$ cat src/rtl/musa_dmem_arbiter.sv
// Two-port arbiter/sequencer for the MUSA single-port data memory (1-cycle read latency).
// Core (C) and external loader (E) share the RAM; each transaction runs IDLE -> ACCESS -> RESP.
module musa_dmem_arbiter #(
  parameter int ADDR_W    = 32,
  parameter int DATA_W    = 32,
  parameter int CORE_PRIO = 1,
  parameter int MAX_WAIT  = 4
) (
  input  logic              clk,
  input  logic              rst_n,
  input  logic              c_req,
  input  logic              c_we,
  input  logic [ADDR_W-1:0] c_addr,
  input  logic [DATA_W-1:0] c_wdata,
  output logic              c_gnt,
  output logic              c_rvalid,
  output logic [DATA_W-1:0] c_rdata,
  output logic              c_stall,
  input  logic              e_req,
  input  logic              e_we,
  input  logic [ADDR_W-1:0] e_addr,
  input  logic [DATA_W-1:0] e_wdata,
  output logic              e_gnt,
  output logic              e_rvalid,
  output logic [DATA_W-1:0] e_rdata,
  output logic [ADDR_W-1:0] mem_address,
  output logic [DATA_W-1:0] mem_data,
  output logic              mem_wren,
  input  logic [DATA_W-1:0] mem_q
);

  typedef enum logic [1:0] {S_IDLE, S_ACCESS, S_RESP} state_t;

  localparam logic [3:0] WAIT_LIM = 4'(MAX_WAIT);

  state_t              r_state, w_state_nxt;
  logic                r_owner;  // 0 = core, 1 = external; doubles as last owner for round-robin
  logic                r_we;
  logic [ADDR_W-1:0]   r_addr;
  logic [DATA_W-1:0]   r_wdata;
  logic [3:0]          r_wait, w_wait_nxt;
  logic [DATA_W-1:0]   r_c_rdata, r_e_rdata;
  logic                w_any_req, w_e_wins, w_take, w_resp;

  always_comb begin
    w_any_req = c_req | e_req;
    w_e_wins  = e_req;
    if (c_req && e_req) begin
      if (CORE_PRIO != 0) w_e_wins = (r_wait == WAIT_LIM);
      else                w_e_wins = ~r_owner;
    end
    // Grants are gated by reset so nothing leaks out while rst_n is low
    w_take = rst_n & (r_state == S_IDLE) & w_any_req;
  end

  always_comb begin
    w_wait_nxt = r_wait;
    if (r_state == S_IDLE) begin
      if (!e_req || w_e_wins)     w_wait_nxt = 4'd0;
      else if (r_wait < WAIT_LIM) w_wait_nxt = r_wait + 4'd1;
    end
  end

  always_comb begin
    w_state_nxt = r_state;
    case (r_state)
      S_IDLE:   if (w_any_req) w_state_nxt = S_ACCESS;
      S_ACCESS: w_state_nxt = S_RESP;
      S_RESP:   w_state_nxt = S_IDLE;
      default:  w_state_nxt = S_IDLE;
    endcase
  end

  always_ff @(posedge clk or negedge rst_n) begin
    if (!rst_n) begin
      r_state <= S_IDLE;
      r_wait  <= 4'd0;
      r_owner <= 1'b0;
      r_we    <= 1'b0;
      r_addr  <= '0;
      r_wdata <= '0;
    end else begin
      r_state <= w_state_nxt;
      r_wait  <= w_wait_nxt;
      if (w_take) begin
        r_owner <= w_e_wins;
        r_we    <= w_e_wins ? e_we    : c_we;
        r_addr  <= w_e_wins ? e_addr  : c_addr;
        r_wdata <= w_e_wins ? e_wdata : c_wdata;
      end
    end
  end

  // Read data is live from mem_q during RESP and held afterwards until the same port reads again
  always_ff @(posedge clk or negedge rst_n) begin
    if (!rst_n) begin
      r_c_rdata <= '0;
      r_e_rdata <= '0;
    end else if (w_resp && !r_we) begin
      if (r_owner) r_e_rdata <= mem_q;
      else         r_c_rdata <= mem_q;
    end
  end

  assign w_resp      = (r_state == S_RESP);
  assign c_gnt       = w_take & ~w_e_wins;
  assign e_gnt       = w_take &  w_e_wins;
  assign c_rvalid    = w_resp & ~r_owner;
  assign e_rvalid    = w_resp &  r_owner;
  assign c_rdata     = (c_rvalid && !r_we) ? mem_q : r_c_rdata;
  assign e_rdata     = (e_rvalid && !r_we) ? mem_q : r_e_rdata;
  assign c_stall     = rst_n & c_req & ~c_rvalid;
  assign mem_address = r_addr;
  assign mem_data    = r_wdata;
  assign mem_wren    = (r_state == S_ACCESS) & r_we;

endmodule

$ cat config.mk
export PLATFORM = sky130hd
export DESIGN_NAME = musa_dmem_arbiter
export DESIGN_NICKNAME = d
export VERILOG_FILES = /design/src/rtl/musa_dmem_arbiter.sv
export SDC_FILE = /design/constraint.sdc
export NUM_CORES = 1
export LEC_CHECK = 0
export CAP_MARGIN = 20
export CORE_UTILIZATION = 44
export CTS_BUF_LIST = sky130_fd_sc_hd__clkbuf_2 sky130_fd_sc_hd__clkbuf_4 sky130_fd_sc_hd__clkbuf_8
export CTS_CLUSTER_DIAMETER = 50
export CTS_CLUSTER_SIZE = 40
export DETAILED_ROUTE_END_ITERATION = 10
export HOLD_SLACK_MARGIN = 0.12
export PLACE_DENSITY = 0.94
export SLEW_MARGIN = 20
export SYNTH_ARGS = -nofsm -noshare
export SYNTH_HDL_FRONTEND = slang
export SYNTH_SLANG_ARGS = --single-unit
$ cat constraint.sdc
create_clock -name clk -period 2.02 [get_ports clk]
set_input_delay 0.303 -clock clk [delete_from_list [all_inputs] [get_ports clk]]
set_output_delay 0.303 -clock clk [all_outputs]
set_load 0.02 [all_outputs]
==> run metrics, run 1 <==
initial antenna violation count=0; overall routed net length=23510 µm; cell area after layout=11160 µm²; GRT met1 Usage=32.37%; worst slew pin tran=667.4 ps; CTS clk-pin slew, worst paths=80 ps; Congestion Overflow GR=0; Comb power frac=60.0%; vias per cell=5.718; crit path launch=r_owner; Final WS setup=-444.0 ps; Die Wd=125.8 µm; DR iter-0 viols=387; min-delay src=e_wdata[29]; Sw Ratio=36.85%; Sw Pwr=6.544 mW; die area=15830 µm²; CP startpoint kind=flip-flop; final std cells w/o fill=1018; post-route clock period utilization=122.0%; Cell Area, Synth=6744 µm²; Layout Nets=990; Fillers=824; FMAX=405.8 MHz; Yosys cell types=31; sequential fraction of the synthesis area=50.46%; Inst Count DP=951; setup tns final=-25060 ps; Post-Synthesis Cells=469; Clock power frac=12.5%; first-pass GRT wire length=34990 µm; GRT Max-Usage Layer=met2; # setup viols final=66; crit path to=c_rdata[23]; Layout area overhead=65.53%; Port Buf Inserts=299; Placed Area=10070 µm²; Worst Path Required=1720 ps; row count=44; met2 Track Usage GR=52.65%; yosys warns=0; leak pwr=4.940 nW; Clock Latency Late Sink=440 ps; syn_nets=637; total track usage=29.20%; worst vdd ir=0.7444 mV; Final ANT Viol Nets=0; pin count of the biggest net entering global routing=67; Critical Path AT=2160 ps; #FFs+latches synth=136; RSZ-0062 raised after global routing=yes; Layout Skew=12.01 ps; max-cap violation count=0; crit path kind=flip-flop to output port; Inserted Clock Buffers=17; met3 Resource Use GR=5.777%; worst r2r path cells=9; fin crit period=2464 ps; RR Endpoint=r_e_rdata[7]; Worst Setup End Kind=output port; height of the chip=125.8 µm; Antenna Cells=0; Hold/Removal Path Class=input port to flip-flop; layout cells sized above 1=37.89%; pre-CTS setup slack=-385.9 ps; PwrDens=1591 nW/µm²; vias in the first global route=6247; Final Max Slew Viols=0; Slew HR=55.51%; sequential share of power=27.5%; Vias=5821; 1st-pass router iterations=5; R2R Setup Slk=10 ps; # clock sinks=136; outcome=finished with violations; Root Buffer=clkbuf_8; DRC Markers=0; Initial Util=45.71%; failing checks=setup timing; post-DR wirelength/cell=23.10 µm; Final GP Congestion=0.8450; Ports=300; Post-DP HPWL=15420 µm; CTS max path bufs=2; PnR Total Power=17.76 mW; Crit Path Max Fanout=7; Pint=11.21 mW; CTS tree=done; Syn Area/Cell=14.38 µm²; Reg-to-Reg Start=r_owner; core footprint=14750 µm²; Final Hold Vio Count=0; Max H-tree Level=4
[what timing repair did]
item	in CTS	in global routing
gates resized for setup	416	67
endpoints found under the hold margin	83	0
pin swaps	4	2
endpoints found under the setup margin	121	103
gates cloned	5	1
hold buffers	1	0
buffers inserted	23	9
[cell families after synthesis]
kind of cell	Yosys count	share of synthesized area, %
compound gates	139	17.87
fa+ha+maj	2	0.3710
mux	129	24.88
flops	136	50.46
simple gates	17	2.059
buf+inv	46	4.360
[routing by layer]
metal  vias up  wire (µm)
met5         -          0
met4         0        949
met3        60       1577
met2       342      12340
met1      2902       8648
li1       2517          -
[placed cells by master, fill, tap and decap left out, types with 2 or more instances in the layout]
cell / Yosys / layout
dfrtp_1: 136 / 136
inv_1: 5 / 5
ha_1: 2 / 2
and2_1: 2 / 2
mux2_2: 69 / 41
clkinvlp_4: 0 / 2
mux2_4: 60 / 88
clkbuf_4: 0 / 3
buf_8: 0 / 6
buf_6: 0 / 82
buf_12: 6 / 11
nand2_1: 2 / 2
clkbuf_8: 0 / 20
buf_4: 0 / 35
bufinv_16: 0 / 2
a21oi_1: 3 / 2
clkinv_2: 0 / 5
buf_16: 0 / 2
a221o_1: 65 / 65
a21boi_0: 65 / 65
buf_2: 19 / 7
clkdlybuf4s50_1: 0 / 228
[cell type report]
class | instances | area [µm²] | share of cell area, %
clock buffers | 22 | 284.0 | 2.544
clock inverters | 9 | 100.1 | 0.8967
inverters | 5 | 18.77 | 0.1681
multi-input cells | 287 | 3201 | 28.67
flip-flops and latches | 136 | 3403 | 30.49
well taps | 184 | 230.2 | 2.062
repair buffers | 375 | 3926 | 35.17
[worst min-delay path by stage]
stage                     slack (ps)             end  cells after the start
after CTS                        440    mem_data[29]                      2
after global placement           370     mem_data[1]                      2
after global routing             450    mem_data[26]                      2
after detailed placement         380     mem_data[1]                      2
final                            480    mem_data[29]                      2
after floorplan                    7  mem_address[0]                      0
[critical path, cell delays in order, from the launching register on]
cell and delay (ps):
dfrtp_1 400, or3b_4 440, nor2_8 150, buf_12 150, buf_12 130, mux2_4 310
buf_6 130
[synth_stat cells]
master / instances / area (µm²)
nor3b_2: 1 / 12.51
nand4bb_1: 1 / 11.26
o211a_1: 2 / 20.02
a21o_1: 1 / 7.510
and2b_2: 1 / 8.760
or3b_4: 1 / 11.26
a21oi_1: 3 / 15.01
nor2b_1: 1 / 6.260
buf_2: 19 / 95.09
nand2_1: 2 / 7.510
a211o_1: 1 / 8.760
dfrtp_1: 136 / 3403
nand3b_1: 1 / 7.510
or2_2: 1 / 6.260
clkbuf_1: 16 / 60.06
and3_2: 1 / 7.510
a221o_1: 65 / 650.6
a31oi_1: 1 / 6.260
inv_1: 5 / 18.77
ha_1: 2 / 25.02
nand3_1: 1 / 5.000
a22o_1: 1 / 8.760
nor2_1: 1 / 3.750
mux2_2: 69 / 777.0
a21boi_0: 65 / 488.0
nor4b_1: 1 / 8.760
buf_12: 6 / 120.1
mux2_4: 60 / 900.9
and2_1: 2 / 12.51
nor2_8: 1 / 20.02
and3b_2: 1 / 10.01
[power groups by stage]
stage	registers [mW]	clock network [mW]	logic [mW]
after floorplan	5.37	0	4.78
after global placement	4.69	0	9.26
after detailed placement	4.83	0	9.52
after CTS	4.80	2.24	10.1
after global routing	4.98	2.36	11.1
final	4.88	2.22	10.7
[sequential cells by signal, summed over array words and instances, names as in the netlist]
register and flops:
mem_address 32, mem_data 32, r_c_rdata 32, r_e_rdata 32, r_wait 4, r_state 2
r_owner 1, r_we 1
[per-stage QoR]
stage / utilization (%) / hold WS (ps)
after global routing: 75.66 / 452.5
after global placement: 68.24 / 370.2
after CTS: 74.00 / 437.7
final: 75.66 / 476.1
after detailed placement: 68.24 / 382.6
after floorplan: - / 7.409
No activity file was read; power rests on OpenSTA's default activity.
==> run 2, diff against run 1 <==
--- a/config.mk
+++ b/config.mk
@@ -12,6 +12,7 @@
 export CTS_CLUSTER_SIZE = 40
 export DETAILED_ROUTE_END_ITERATION = 10
 export HOLD_SLACK_MARGIN = 0.12
+export MAX_ROUTING_LAYER = met4
 export PLACE_DENSITY = 0.94
 export SLEW_MARGIN = 20
 export SYNTH_ARGS = -nofsm -noshare
==> run metrics, run 2 (synthesis gave the netlist of run 1 again) <==
Layout Nets=996 (+0.61%); setup tns final=-26960 ps (-1900 ps); core footprint=14750 µm² (unchanged); Layout Skew=11.66 ps (-0.3481 ps); pre-CTS setup slack=-399.4 ps (-13.56 ps); Layout area overhead=65.21%; Ports=300 (unchanged); pin count of the biggest net entering global routing=67 (unchanged); CP delay by family, top=simple AND/OR/NAND/NOR gates; crit path kind=flip-flop to output port; fin crit period=2472 ps (+7.985 ps); Max H-tree Level=4 (unchanged); worst slew pin tran=675.1 ps (+7.695 ps); height of the chip=125.8 µm (unchanged); Final Max Slew Viols=0 (unchanged); vias per cell=5.702 (-0.27%); Inserted Clock Buffers=17 (unchanged); Final WS setup=-452.0 ps (-7.985 ps); worst vdd ir=0.7782 mV (+4.5%); post-DR wirelength/cell=23.32 µm (+0.95%); PwrDens=1608 nW/µm² (+1.1%); Worst Path Required=1720 ps (about the same); Final ANT Viol Nets=0 (unchanged); commonest non-fill, non-tap cell in the layout=clkdlybuf4s50_1; Placed Area=10040 µm² (-0.30%); row count=44 (unchanged); worst path cell trace=or3b_4, nor2_8, buf_6, buf_12, mux2_4, buf_6; CP startpoint kind=flip-flop; Clock Latency Late Sink=450 ps (about the same); Initial Util=45.71% (unchanged); layout cells sized above 1=38.29% (+0.40 points); die area=15830 µm² (unchanged); crit path buf inv count=3 (unchanged); Reg-to-Reg Start=r_state[0]; crit path launch=r_state[0]; Antenna Cells=0 (unchanged); Worst Setup End Kind=output port; crit-path max cell delay=440 ps (about the same); post-route clock period utilization=122.4% (+0.40 points); Port Buf Inserts=299 (unchanged); PnR Total Power=17.92 mW (+0.93%); DR iter-0 viols=417 (+7.8%); Die Wd=125.8 µm (unchanged); # setup viols final=82 (+24%); Fillers=850 (+3.2%); RSZ-0062 raised after global routing=yes; outcome=finished with violations; Hold/Removal Path Class=input port to flip-flop; total track usage=29.19% (about the same); cell area after layout=11140 µm² (-0.19%); Critical Path AT=2170 ps (about the same); Congestion Overflow GR=0 (unchanged); vias in the first global route=6059 (-3.0%); Slew HR=55.00% (-0.51 points); CTS clk-pin slew, worst paths=70 ps (about the same); Inst Count DP=947 (-0.42%); Final Hold Vio Count=0 (unchanged); failing checks=setup timing; Slowest cell on crit path=or3b_4; CTS max path bufs=2 (unchanged); 1st-pass router iterations=6 (+1); Vias=5845 (+0.41%); final std cells w/o fill=1025 (+0.69%); Final GP Congestion=0.9006 (+6.6%); Crit Path Max Fanout=7 (unchanged); CTS tree=done; leak pwr=4.974 nW (+0.69%); crit-path most repeated cell=buf_6; Post-DP HPWL=15130 µm (-1.9%); min-delay src=e_addr[2]; FMAX=404.5 MHz (-0.32%); overall routed net length=23900 µm (+1.6%); # clock sinks=136 (unchanged); DRC Markers=0 (unchanged); Root Buffer=clkbuf_8; first-pass GRT wire length=34160 µm (-2.4%); max-cap violation count=0 (unchanged); initial antenna violation count=0 (unchanged); most frequent cells in the layout=clkdlybuf4s50_1, dfrtp_1, mux2_4, buf_6
run 2: cell count changes in the layout (fill, tap and decap cells not counted), sizes merged:
| cell | before | now |
|---|---|---|
| bufinv | 2 | 3 |
| clkinv | 5 | 6 |
| clkinvlp | 2 | 0 |
| buf | 143 | 150 |
run 2: cell type report:
cell class	count	area, µm²	share of cell area [%]
Clock inverter	9	120.1	1.078
Timing Repair Buffer	381	3870	34.73
Clock buffer	23	304.0	2.729
Sequential cell	136	3403	30.54
Multi-Input combinational cell	287	3196	28.68
Tap cell	184	230.2	2.066
Inverter	5	18.77	0.1684
run 2: worst paths after layout:
kind                       slack (ps)        endpoint  cells past startpoint
max                              -450     c_rdata[13]                      6
min                               470  mem_address[2]                      2
max reg2reg                      -330    r_c_rdata[6]                     12
min reg2reg                       520    r_e_rdata[1]                      1
max in group asynchronous         450   r_e_rdata[20]                      4
min in group asynchronous         520     mem_data[1]                      3
run 2: metal layers:
metal  wire length [µm]  global-route usage [%]  vias up  part of all wire [%]
li1                   -                       -     2532                     -
met1               8929                   32.09     2924                    37
met2              12590                   51.37      337                    53
met3               1698                   6.754       52                   7.1
met4                677                   11.13        0                   2.8
met5                  0                       -        -                     0
run 2: timing repair:
action,4_1_cts,5_1_grt
cloned,4,2
hold endpoints to repair,83,0
gates resized for setup,369,104
setup buffers,26,24
hold buffers,1,0
endpoints found under the setup margin,81,147
pin swaps,3,3
run 2: stage by stage:
step,hold slack (ps),utilization (%)
floorplan,7.409,-
finish,468.0,75.52
global route,441.7,75.52
CTS,439.6,73.22
detailed placement,386.0,68.04
global placement,370.2,68.04
run 2: power by group:
part / total, mW / switching, mW / internal [mW]
registers: 4.91 / 0.877 / 4.03
clock network: 2.42 / 1.06 / 1.37
logic: 10.6 / 4.67 / 5.92
==> patch 1, RTL diff (flow settings as in run 1) <==
Re-encode `state_t` (3 states) as one-hot, 3 bits wide.
--- a/src/rtl/musa_dmem_arbiter.sv
+++ b/src/rtl/musa_dmem_arbiter.sv
@@ -30,5 +30,5 @@
 );
 
-  typedef enum logic [1:0] {S_IDLE, S_ACCESS, S_RESP} state_t;
+  typedef enum logic [2:0] {S_IDLE = 3'b001, S_ACCESS = 3'b010, S_RESP = 3'b100} state_t;
 
   localparam logic [3:0] WAIT_LIM = 4'(MAX_WAIT);
Behaviour: same outputs for any inputs over 4 cycles, from zero or initial values and one cycle with rst_n low; so few cycles prove little.
==> patch 1 against run 1 <==
  * The run still ends with negative setup slack left
  * Non-clock buffer count increased by 3
  * Total power decreased by 11%
  * Synthesized area decreased by 2.4%
  * Clock power up 21%
  * Sequential cell count rose by 1
  * Wire length is 2.8% higher
  * Setup slack gained 0.017 ns
  * Core utilization increased by 1.2 points
  * Combinational power decreased by 22%
  * Design area increased by 0.47%
  * Critical path type unchanged
  * Largest cell class unchanged
  * Highest routed layer unchanged
==> patch 1: results (changes against run 1) <==
* Final nets at 1128 (was 990)
* Routed WL at 24.2 mm (was 23.5 mm)
* Clock Tree Root: clkbuf_8 (unchanged)
* Worst Hold Class: in2reg (unchanged)
* Yosys warning count at 0 (unchanged)
* Post-synthesis mux area share at 22.1% (was 24.9%)
* Syn nets at 772 (was 637)
* Post-DP Area at 9840 um^2 (was 10100 um^2)
* Crit path max fanout at 8 (was 7)
* Post-route setup slack at -0.427 ns (was -0.444 ns)
* IO buf count at 299 (unchanged)
* H-Tree Level Count at 4 (unchanged)
* Initial antenna violation count at 0 (unchanged)
* Reg2reg end: mem_data[16]$_DFFE_PN0N_ (was r_e_rdata[7]$_DFFE_PN0P_)
* Yosys cell types at 30 (was 31)
* Routed vias at 6312 (was 5821)
* Clock slew at reported path FFs at 0.08 ns (about the same)
* Min Hold Slack at 0.396 ns (was 0.476 ns)
* Vias in the first global route at 6529 (was 6247)
* Setup-failing EPs final at 67 (was 66)
* Synth area leaders: dfrtp_1 (52%), mux2_2 (22%), a21oi_1 (10%) (was dfrtp_1 (50%), mux2_4 (13%), mux2_2 (12%))
* Synth Area in XOR/XNOR at 0% (unchanged)
* Final Skew at 0.0111 ns (was 0.0120 ns)
* Max rail drop VDD at 0.899 mV (was 0.744 mV)
* Worst EP arrival at 2.14 ns (was 2.16 ns)
* Number of buffers created by CTS at 17 (unchanged)
* R2R setup slack at 0.03 ns (was 0.01 ns)
* Hold depth at 3 (was 2)
* Layout cells sized above 1 at 33.7% (was 37.9%)
* Largest net degree at the start of global routing at 118 (was 67)
* Post-Synth Adder-Cell Area at 0.380% (was 0.371%)
* LEAKAGE at 0.00493 uW (was 0.00494 uW)
* GR Util All Layers at 29.5% (was 29.2%)
* Antenna diode count at 0 (unchanged)
* CTS max path bufs at 2 (unchanged)
* Fillers at 819 (was 824)
* R2R cell count at 8 (was 9)
* Min-delay src: e_wdata[19] (was e_wdata[29])
* Initial DRC count at 375 (was 387)
* Worst-margin pin slew at 0.658 ns (was 0.667 ns)
* GP Congestion at 0.816 (was 0.845)
* Post-DP HPWL at 13.9 mm (was 15.4 mm)
* Reg2Reg Launch Point: r_state[0]$_DFFE_PN1P_ (was r_owner$_DFFE_PN0P_)
* First-pass GRT wire length at 35.5 mm (was 35.0 mm)
* DRT Pass-1 Iters at 7 (was 5)
* End of the worst hold path: mem_data[19]$_DFFE_PN0N_ (was mem_data[29]$_DFFE_PN0P_)
* Synth cell count leaders: dfrtp_1 (136), a21oi_1 (131), mux2_2 (129) (was dfrtp_1 (136), mux2_2 (69), a21boi_0 (65), a221o_1 (65), mux2_4 (60))
* FFs w/ async S/R, synth at 100% (unchanged)
* Failing checks: negative setup slack (unchanged)
* Synth Area in Compound Gates at 11.1% (was 17.9%)
* Later-pin clock latency in the skew report at 0.44 ns (about the same)
* Register area share after synthesis at 52.1% (was 50.5%)
* Status: finished with violations (unchanged)
==> patch 1: changes by cell type after synthesis, moves of 60 or more <==
| cell | run 1 | this run |
|---|---|---|
| a21boi_0 | 65 | 1 |
| a21oi_1 | 3 | 131 |
| nand2_1 | 2 | 69 |
| mux2_4 | 60 | 0 |
| nor2_1 | 1 | 70 |
| mux2_2 | 69 | 129 |
| a221o_1 | 65 | 0 |
==> patch 1: worst max-delay path by stage <==
stage	startpoint	to	cells past startpoint
floorplan	r_wait[0]$_DFFE_PN0P_	c_gnt	6
global placement	r_we$_DFFE_PN0N_	e_rdata[0]	5
detailed placement	r_we$_DFFE_PN0N_	e_rdata[10]	5
CTS	r_we$_DFFE_PN0N_	e_rdata[25]	7
global route	r_we$_DFFE_PN0N_	e_rdata[29]	7
finish	r_owner$_DFFE_PN0N_	c_rdata[14]	7
==> patch 1: kinds of logic (layout without fill, tap and decap cells) <==
logic type                 count (synthesis)  after routing
DFF                                      137            137
and+or+nand+nor                          152            152
muxes                                    129            129
buffers and inverters                     44            413
AOI/OAI and AO/OA                        140            140
adders and majority gates                  2              2
==> patch 1: cell type report <==
type,instances,share of cell area [%]
clock buffers,21,2.52
clock inverters,11,1.72
inverters,3,0.100
multi-input cells,423,27.3
flip-flops and latches,137,30.6
well taps,184,2.05
repair buffers,378,35.7
==> patch 1: timing repair <==
item,CTS,global route
hold buffers,1,0
gates resized for setup,442,60
pin swaps,7,6
setup endpoints to repair,94,130
setup buffers,23,15
cloned,9,4
hold endpoints to repair,137,0
==> patch 1: report_power, final <==
part	total, uW	switching, uW	internal [uW]
Combinational	8390	4040	4350
Sequential	4770	762	4010
Clock	2680	1100	1580
Total	15800	5900	9940
==> patch 1: critical path, stage by stage, from the launching register on <==
cell	delay [ns]
dfrtp_1	0.41
nor2b_1	0.22
nand2_2	0.18
buf_6	0.19
buf_16	0.14
buf_4	0.14
mux2_2	0.28
buf_6	0.14
==> patch 1: through the flow <==
stage | setup TNS (ns) | setup WS, ns | cells | utilization, %
after detailed placement | -28.54 | -0.369 | 1081 | 67.4
after floorplan | 0 | 0.192 | 604 | -
final | -22.11 | -0.427 | 1157 | 76.9
after global routing | -29.08 | -0.528 | 1157 | 76.9
after global placement | -23.86 | -0.312 | 1081 | 67.4
after CTS | -22.75 | -0.456 | 1146 | 75.1
==> patch 1: per-layer routing <==
layer / vias to the layer above / share of wire [%] / global-route usage [%]
met5: - / 0 / 0
met4: 0 / 4.2 / 12.9
met3: 72 / 7.0 / 8.59
met2: 328 / 52 / 52.1
met1: 3117 / 37 / 32.8
li1: 2795 / - / -
==> patch 2, RTL diff (settings of run 1) <==
Made on the original files. The parameter `ADDR_W` goes from 32 to 48.
--- a/src/rtl/musa_dmem_arbiter.sv
+++ b/src/rtl/musa_dmem_arbiter.sv
@@ -2,5 +2,5 @@
 // Core (C) and external loader (E) share the RAM; each transaction runs IDLE -> ACCESS -> RESP.
 module musa_dmem_arbiter #(
-  parameter int ADDR_W    = 32,
+  parameter int ADDR_W    = 48,
   parameter int DATA_W    = 32,
   parameter int CORE_PRIO = 1,
Interface: changed (resized c_addr, e_addr and mem_address); port bits go from 300 to 348. The function was not compared with the original's and may differ.
==> patch 2 against run 1 <==
  * The flow still finishes with violations (negative setup slack)
  * Wire length grew 18%
  * Highest routed layer unchanged
  * Largest power group unchanged
  * Setup slack lost 0.012 ns
  * Sequential share of layout area shrank 0.34 points
  * Worst hold slack lost 0.019 ns
  * Non-clock buffer count grew 65
  * Largest cell class unchanged
  * Design area grew 13%
  * Sequential cell count grew 16
  * First-iteration DRC count shrank 8.0%
  * Total power grew 12%
  * Core utilization grew 0.69 points
  * Synthesized area grew 10%
==> patch 2: results (changes against run 1) <==
* Yosys cell types at 33 (was 31)
* R2R cell count at 7 (was 9)
* Setup-failing EPs final at 66 (unchanged)
* Min Hold Slack at 0.457 ns (was 0.476 ns)
* Routed vias at 6656 (was 5821)
* Worst rel slew slack at 48.4% (was 55.5%)
* Synth cell count leaders: dfrtp_1 (152), a21boi_0 (81), a221o_1 (81) (was dfrtp_1 (136), mux2_2 (69), a21boi_0 (65), a221o_1 (65), mux2_4 (60))
* First-pass GRT wire length at 39.7 mm (was 35.0 mm)
* CP max stage delay at 0.40 ns (was 0.44 ns)
* Post-route setup slack at -0.456 ns (was -0.444 ns)
* Final nets at 1135 (was 990)
* Min-delay src: e_addr[15] (was e_wdata[29])
* Mean Syn Cell Area at 14.2 um^2 (was 14.4 um^2)
* H-Tree Level Count at 4 (unchanged)
* Status: finished with violations (unchanged)
* Initial DRC count at 356 (was 387)
* Max rail drop VDD at 0.856 mV (was 0.744 mV)
* Later-pin clock latency in the skew report at 0.46 ns (was 0.44 ns)
* Vias per Instance at 5.69 (was 5.72)
* Syn nets at 725 (was 637)
* Vias in the first global route at 6877 (was 6247)
* Final Skew at 0.0235 ns (was 0.0120 ns)
* Synth area leaders: dfrtp_1 (51%), a221o_1 (11%), mux2_4 (11%) (was dfrtp_1 (50%), mux2_4 (13%), mux2_2 (12%))
* Crit path max fanout at 8 (was 7)
* LEAKAGE at 0.00555 uW (was 0.00494 uW)
* Wirelength per Cell at 23.7 um (was 23.1 um)
* Failing checks: negative setup slack (unchanged)
* DRT Pass-1 Iters at 5 (unchanged)
* GR Util All Layers at 30.1% (was 29.2%)
* Internal at 12500 uW (was 11200 uW)
* Clock Tree Root: clkbuf_8 (unchanged)
* GP Congestion at 0.846 (was 0.845)
* Post-DP Area at 11300 um^2 (was 10100 um^2)
* IO buf count at 347 (was 299)
* Final TNS setup at -26.95 ns (was -25.06 ns)
* Layout cells sized above 1 at 34.8% (was 37.9%)
* End of the worst hold path: mem_address[15]$_DFFE_PN0P_ (was mem_data[29]$_DFFE_PN0P_)
* Slowest-stage cell, CP: dfrtp_1 (was or3b_4)
* Largest net degree at the start of global routing at 63 (was 67)
* Reg2Reg Launch Point: r_state[0]$_DFFE_PN0P_ (was r_owner$_DFFE_PN0P_)
* R2R setup slack at 0.03 ns (was 0.01 ns)
* Post-DP HPWL at 17.2 mm (was 15.4 mm)
patch 2: cell types whose count changed after synthesis, sizes merged, moves of 3 or more:
| cell | change |
|---|---|
| dfrtp | +16 |
| clkbuf | +3 |
| a21boi | +16 |
| a221o | +16 |
| buf | +5 |
patch 2: kinds of logic (layout without fill, tap and decap cells):
group / count (synthesis) / count (layout) / synth area share (%)
buffers and inverters: 54 / 477 / 4.59
adder cells (fa/ha/maj): 2 / 2 / 0.336
AO/OA/AOI/OAI: 171 / 171 / 20.0
AND/OR/NAND/NOR: 17 / 17 / 1.73
multiplexers: 129 / 129 / 22.3
other: 0 / 1 / 0
flip-flops: 152 / 152 / 51.1
patch 2: final cells by class:
class | count | area (um^2)
timing repair buffer | 440 | 4590
fill | 880 | 3910
sequential | 152 | 3800
multi-input combinational | 319 | 3500
tap | 220 | 275
clock buffer | 17 | 234
clock inverter | 15 | 200
inverter | 5 | 18.8
antenna | 1 | 2.50
patch 2: routing by layer:
layer	routed length, um	GRT usage, %	up-vias
li1	-	-	2860
met1	9830	33.1	3303
met2	14300	52.9	396
met3	2130	8.61	97
met4	1450	15.3	0
met5	0	0	-
patch 2: repair_timing:
action / CTS / global route
buffers inserted: 28 / 16
hold buffers: 1 / 0
endpoints found under the hold margin: 91 / 0
resized for setup: 378 / 116
pin swaps: 3 / 4
setup endpoints to repair: 125 / 164
gates cloned: 6 / 3
patch 2: worst max path at each step:
| stage | start | end | slack, ns | cells after the start |
|---|---|---|---|---|
| 2_1_floorplan | r_state[0]$_DFFE_PN0P_ | e_rdata[17] | 0.003 | 5 |
| 3_3_place_gp | r_state[0]$_DFFE_PN0P_ | c_rdata[6] | -0.33 | 5 |
| 3_5_place_dp | r_state[0]$_DFFE_PN0P_ | c_rdata[6] | -0.38 | 5 |
| 4_1_cts | r_owner$_DFFE_PN0P_ | c_rdata[5] | -0.50 | 7 |
| 5_1_grt | r_state[0]$_DFFE_PN0P_ | e_rdata[24] | -0.53 | 7 |
| 6_report | r_state[0]$_DFFE_PN0P_ | e_rdata[24] | -0.46 | 7 |
patch 2: per-stage QoR:
| stage | setup WS, ns | util, % |
|---|---|---|
| final | -0.456 | 76.4 |
| after global routing | -0.525 | 76.3 |
| after CTS | -0.505 | 73.7 |
| after detailed placement | -0.375 | 68.6 |
| after global placement | -0.333 | 68.6 |
| after floorplan | 0.00301 | - |
patch 2: power groups by stage:
stage	registers [uW]	clock network (uW)	logic [uW]
2_1_floorplan	6090	0	5000
3_3_place_gp	5230	0	10200
5_1_grt	5570	2750	12400
6_report	5450	2580	11900
4_1_cts	5320	2580	10800
3_5_place_dp	5350	0	10400
